===== src/rtl/wb_rr_arbiter.sv =====
// Round-robin arbiter sharing one 32-bit Wishbone master port among NUM_MASTERS requesters.
// A grant is held for a whole cyc tenure; an optional watchdog turns a hung access into err.
module wb_rr_arbiter #(
    parameter int NUM_MASTERS = 2,
    parameter int TIMEOUT     = 255
) (
    input  logic                          wb_clk_i,
    input  logic                          wb_rst_i,
    input  logic [NUM_MASTERS*32-1:0]     m_adr_i,
    input  logic [NUM_MASTERS*32-1:0]     m_dat_i,
    input  logic [NUM_MASTERS*4-1:0]      m_sel_i,
    input  logic [NUM_MASTERS-1:0]        m_we_i,
    input  logic [NUM_MASTERS-1:0]        m_stb_i,
    input  logic [NUM_MASTERS-1:0]        m_cyc_i,
    output logic [31:0]                   m_dat_o,
    output logic [NUM_MASTERS-1:0]        m_ack_o,
    output logic [NUM_MASTERS-1:0]        m_err_o,
    output logic [31:0]                   wbs_adr_o,
    output logic [31:0]                   wbs_dat_o,
    output logic [3:0]                    wbs_sel_o,
    output logic                          wbs_we_o,
    output logic                          wbs_stb_o,
    output logic                          wbs_cyc_o,
    input  logic [31:0]                   wbs_dat_i,
    input  logic                          wbs_ack_i,
    input  logic                          wbs_err_i,
    output logic [$clog2(NUM_MASTERS)-1:0] grant_o,
    output logic                          busy_o
);

    localparam int GW = $clog2(NUM_MASTERS);
    localparam int WW = (TIMEOUT > 0) ? $clog2(TIMEOUT + 1) : 1;

    typedef enum logic {IDLE = 1'b0, OWN = 1'b1} state_t;

    state_t          state_q, state_d;
    logic [GW-1:0]   grant_q, grant_d;
    logic [GW-1:0]   last_q, last_d;
    logic [GW-1:0]   pick;
    logic [WW-1:0]   wd_q, wd_d;
    logic            busy, own_cyc, own_stb, wd_err;

    // Requesters above last win first (lowest index among them), otherwise wrap to the lowest.
    always_comb begin
        pick = '0;
        for (int k = NUM_MASTERS - 1; k >= 0; k--)
            if (m_cyc_i[k] && k <= int'(last_q)) pick = GW'(k);
        for (int k = NUM_MASTERS - 1; k >= 0; k--)
            if (m_cyc_i[k] && k > int'(last_q)) pick = GW'(k);
    end

    assign busy    = (state_q == OWN);
    assign own_cyc = m_cyc_i[grant_q];
    assign own_stb = m_stb_i[grant_q];
    assign wd_err  = (TIMEOUT > 0) && busy && own_cyc && own_stb && (wd_q == WW'(TIMEOUT));

    always_comb begin
        state_d = state_q;
        grant_d = grant_q;
        last_d  = last_q;
        wd_d    = '0;
        case (state_q)
            IDLE: if (|m_cyc_i) begin
                state_d = OWN;
                grant_d = pick;
            end
            OWN: if (!own_cyc) begin
                state_d = IDLE;
                last_d  = grant_q;
            end
            default: state_d = IDLE;
        endcase
        // Counts only unanswered strobe cycles; the cycle that fires the timeout restarts it.
        if ((TIMEOUT > 0) && busy && own_cyc && own_stb && !wbs_ack_i && !wbs_err_i && !wd_err)
            wd_d = wd_q + WW'(1);
    end

    always_ff @(posedge wb_clk_i or posedge wb_rst_i) begin
        if (wb_rst_i) begin
            state_q <= IDLE;
            grant_q <= '0;
            last_q  <= GW'(NUM_MASTERS - 1);
            wd_q    <= '0;
        end else begin
            state_q <= state_d;
            grant_q <= grant_d;
            last_q  <= last_d;
            wd_q    <= wd_d;
        end
    end

    // Slave side is gated to zero whenever nobody owns the bus.
    always_comb begin
        wbs_adr_o = busy ? m_adr_i[32*grant_q +: 32] : '0;
        wbs_dat_o = busy ? m_dat_i[32*grant_q +: 32] : '0;
        wbs_sel_o = busy ? m_sel_i[4*grant_q +: 4]   : '0;
        wbs_we_o  = busy & m_we_i[grant_q];
        wbs_cyc_o = busy & own_cyc;
        wbs_stb_o = busy & own_cyc & own_stb & ~wd_err;
        m_ack_o   = '0;
        m_err_o   = '0;
        for (int k = 0; k < NUM_MASTERS; k++) begin
            if (busy && grant_q == GW'(k) && m_cyc_i[k]) begin
                m_ack_o[k] = wbs_ack_i;
                m_err_o[k] = wbs_err_i | wd_err;
            end
        end
    end

    assign m_dat_o = wbs_dat_i;
    assign grant_o = grant_q;
    assign busy_o  = busy;

endmodule


===== config.mk =====
export PLATFORM = sky130hd
export DESIGN_NAME = wb_rr_arbiter
export DESIGN_NICKNAME = d
export VERILOG_FILES = /design/src/rtl/wb_rr_arbiter.sv
export SDC_FILE = /design/constraint.sdc
export NUM_CORES = 1
export LEC_CHECK = 0
export ABC_AREA = 1
export BUFFER_PORTS_ARGS = -buffer_cell sky130_fd_sc_hd__buf_2
export CORE_AREA = 2 2 113 115
export DETAILED_ROUTE_END_ITERATION = 8
export DIE_AREA = 0 0 115 117
export GPL_TIMING_DRIVEN = 0
export HOLD_SLACK_MARGIN = 0.02
export PLACE_DENSITY = 0.56
export SLEW_MARGIN = 15
export SYNTH_ARGS = -nofsm -noshare
export SYNTH_HDL_FRONTEND = slang
export SYNTH_SLANG_ARGS = --single-unit
export TNS_END_PERCENT = 10

===== constraint.sdc =====
create_clock -name wb_clk_i -period 1.35 [get_ports wb_clk_i]
set_clock_uncertainty 0.2 [all_clocks]
set_input_delay 0 -clock wb_clk_i [delete_from_list [all_inputs] [get_ports wb_clk_i]]
set_output_delay 0 -clock wb_clk_i [all_outputs]
set_load 0.05 [all_outputs]

==> out/metrics.yaml <==
status: "finished, violations left"
violations: "negative setup slack"
grt_pass1_vias: 2806
syn_area_um2: 1820
synthMuxAreaShare: 0
critical_path_class: "flip-flop to primary output"
dieArea_um2: 13500
syn_inst: 337
slew_headroom: 0.723
coreArea_um2: 12300
syn_nets: 516
crit_required_ps: 1150
switching_power_mw: 7.24
fill_cells: 1334
clockBufferDepth: 2
drv_slew: 0
die_h_um: 117
yosysWarnings: 0
grt_usage: 0.120
antenna_left: 0
row_count: 41
power.density_nw_per_um2: 2660
synthAdderAreaFrac: 0.00686
drc: 0
peakVddDrop_mv: 1.66
critPathMaxFanout: 5
fmax_ghz: 0.561
initial_core_util: 0.148
layout.nets: 790
seqPwrFrac: 0.043
reg2reg_from: "grant_o"
cts_max_level: 1
area_delta_synth_final_pct: 143
hold_class: "input port to asynchronous set/reset pin"
switching_share: 0.616
vias: 3137
die_x_um: 115
start_kind: "flip-flop"
p_leak_nw: 2.30
drt_pass1_iterations: 4
worstMarginPinSlew_ps: 414
cp.arrival_ps: 1580
avgViaCountPerCell: 4.13
clk_pin_slew_worst_paths_ps: 40
timing.critical_path.mode_cell: "nor2_4"
ys_types: 23
slowest_stage: "dfrtp_2"
holdWs_ps: 90.1
grt-ovfl-total: 0
final_common_cell: "buf_2"
r2r-end: "wd_q[3]"
setup_viol: 83
cts_tree: "built"
drt_wl_total_um: 9600
reg2reg_slack_ps: -220
drv_cap: 0
grt_start_max_net_pins: 12
fin_ws_ps: -432
hold_viol: 0
synth_edf_count: 0
synth_ff_type: "dfrtp_1"
synthSimpleGateAreaFrac: 0.411
synth_top_family_by_area: "simple AND/OR/NAND/NOR gates"
rsz0062_at_grt: "yes"
io_buffers: 254
root_buffer: "clkbuf_16"
ys_ff_latch: 11
antenna_found_initial: 0
power_frac_clock: 0.046
cp_cell_sequence: "buf_12 -> nand3_4 -> nand2_8 -> nand2_4 -> nor2_4 -> nor2_4 -> nor2_2 -> buf_6"
synth_compound_area_frac: 0.205
period_minus_slack_ps: 1780
drive_gt1_frac: 0.652
cts_buffers: 3
hpwl_um: 7010
pwr-share-comb: 0.911
place_congestion: 0.807
slowest_delay_ps: 500
reg2reg_depth: 6
post-route-period-util: 1.32
num_io_pins: 287
clock_latency_ps: 240
antenna_cells: 0
synthArstFlopShare: 1.00
cts.sink_count: 11
end_kind: "primary output"
wire_per_inst_um: 12.6
synth_area_per_cell_um2: 5.41
tns_ps: -26770
drt_iter0_markers: 70
synth-xor-area-share: 0.0240
ys_seq_area_frac: 0.152
final_cell_mix: "181 x buf_2, 143 x nand2_1, 68 x buf_4"
grt_pass1_wl_um: 13100
p_int_mw: 4.52
==> routing by layer <==
metal,up-vias,global-route usage,share of wire
li1,1589,-,-
met1,1375,0.140,0.38
met4,0,0.0337,0.024
met2,154,0.227,0.53
met5,-,0,0
met3,19,0.0185,0.062
==> worst max-delay path: cells and delay by family, from the launching register on <==
family / cells / cell delay, ps
buf+inv: 2 / 330
simple gates: 6 / 510
flops: 1 / 500
==> synth_stat cells (2+ instances only) <==
cell type | n | share of area
o21ai_0 | 3 | 0.0082
nand3_1 | 2 | 0.0055
buf_4 | 34 | 0.14
dfrtp_1 | 10 | 0.14
inv_2 | 2 | 0.0041
clkbuf_1 | 11 | 0.023
buf_2 | 9 | 0.025
nor2_1 | 22 | 0.045
inv_1 | 5 | 0.010
a21oi_1 | 70 | 0.19
xnor2_1 | 3 | 0.014
xor2_1 | 2 | 0.0096
nand2_1 | 154 | 0.32
==> flip-flops by register name, summed over array words and instances, names as in the netlist <==
register / count
busy_o: 1
last_q: 1
wd_q: 8
grant_o: 1
==> stage by stage <==
stage	util	worst slack, ps	instances	power (mW)	area, um2
after CTS	0.323	-459	754	10.6	3980
after floorplan	-	-608	337	6.79	1950
final	0.359	-432	760	11.8	4420
after detailed placement	0.277	-432	741	8.68	3410
after global placement	0.277	-410	741	8.70	3410
after global routing	0.359	-512	760	12.4	4420
==> power groups by stage <==
| stage | clock, mW | combinational, mW | sequential, mW |
|---|---|---|---|
| finish | 0.544 | 10.7 | 0.502 |
| global route | 0.588 | 11.3 | 0.511 |
| CTS | 0.553 | 9.60 | 0.488 |
| detailed placement | 0 | 8.22 | 0.463 |
| global placement | 0 | 8.23 | 0.466 |
| floorplan | 0 | 6.24 | 0.552 |
==> timing repair <==
item,in CTS,in global routing
hold endpoints to repair,22,0
gates cloned,2,2
hold buffers,5,0
setup endpoints to repair,84,85
gates resized for setup,139,106
buffers inserted,2,4
pin swaps,2,28
==> how the worst max path moves through the flow <==
stage / start / cells past startpoint / end / slack [ps]
4_1_cts: grant_o / 8 / m_err_o[1] / -460
3_3_place_gp: grant_o / 6 / wbs_dat_o[24] / -410
3_5_place_dp: grant_o / 6 / wbs_dat_o[24] / -430
2_1_floorplan: grant_o / 4 / wbs_adr_o[10] / -610
6_report: grant_o / 8 / m_err_o[0] / -430
5_1_grt: grant_o / 8 / m_err_o[0] / -510
==> area by class of cell <==
type	instances	area (um2)	area share
multi-input combinational	265	1520	0.344
clock buffer	3	75.1	0.0170
tap	150	188	0.0424
timing repair buffer	268	1830	0.413
clock inverter	1	5.00	0.00113
inverter	7	31.3	0.00707
sequential	11	279	0.0631
timing repair inverter	1	6.26	0.00141
buffer	54	489	0.111
==> cells by family (layout without fill, tap and decap cells) <==
kind of cell             Yosys count  count (layout)
flip-flops                        11              11
AND/OR/NAND/NOR                  185             185
adder cells (fa/ha/maj)            1               1
buffers and inverters             61             334
AO/OA/AOI/OAI                     74              74
XOR/XNOR                           5               5
(Power assumes the default switching activity.)
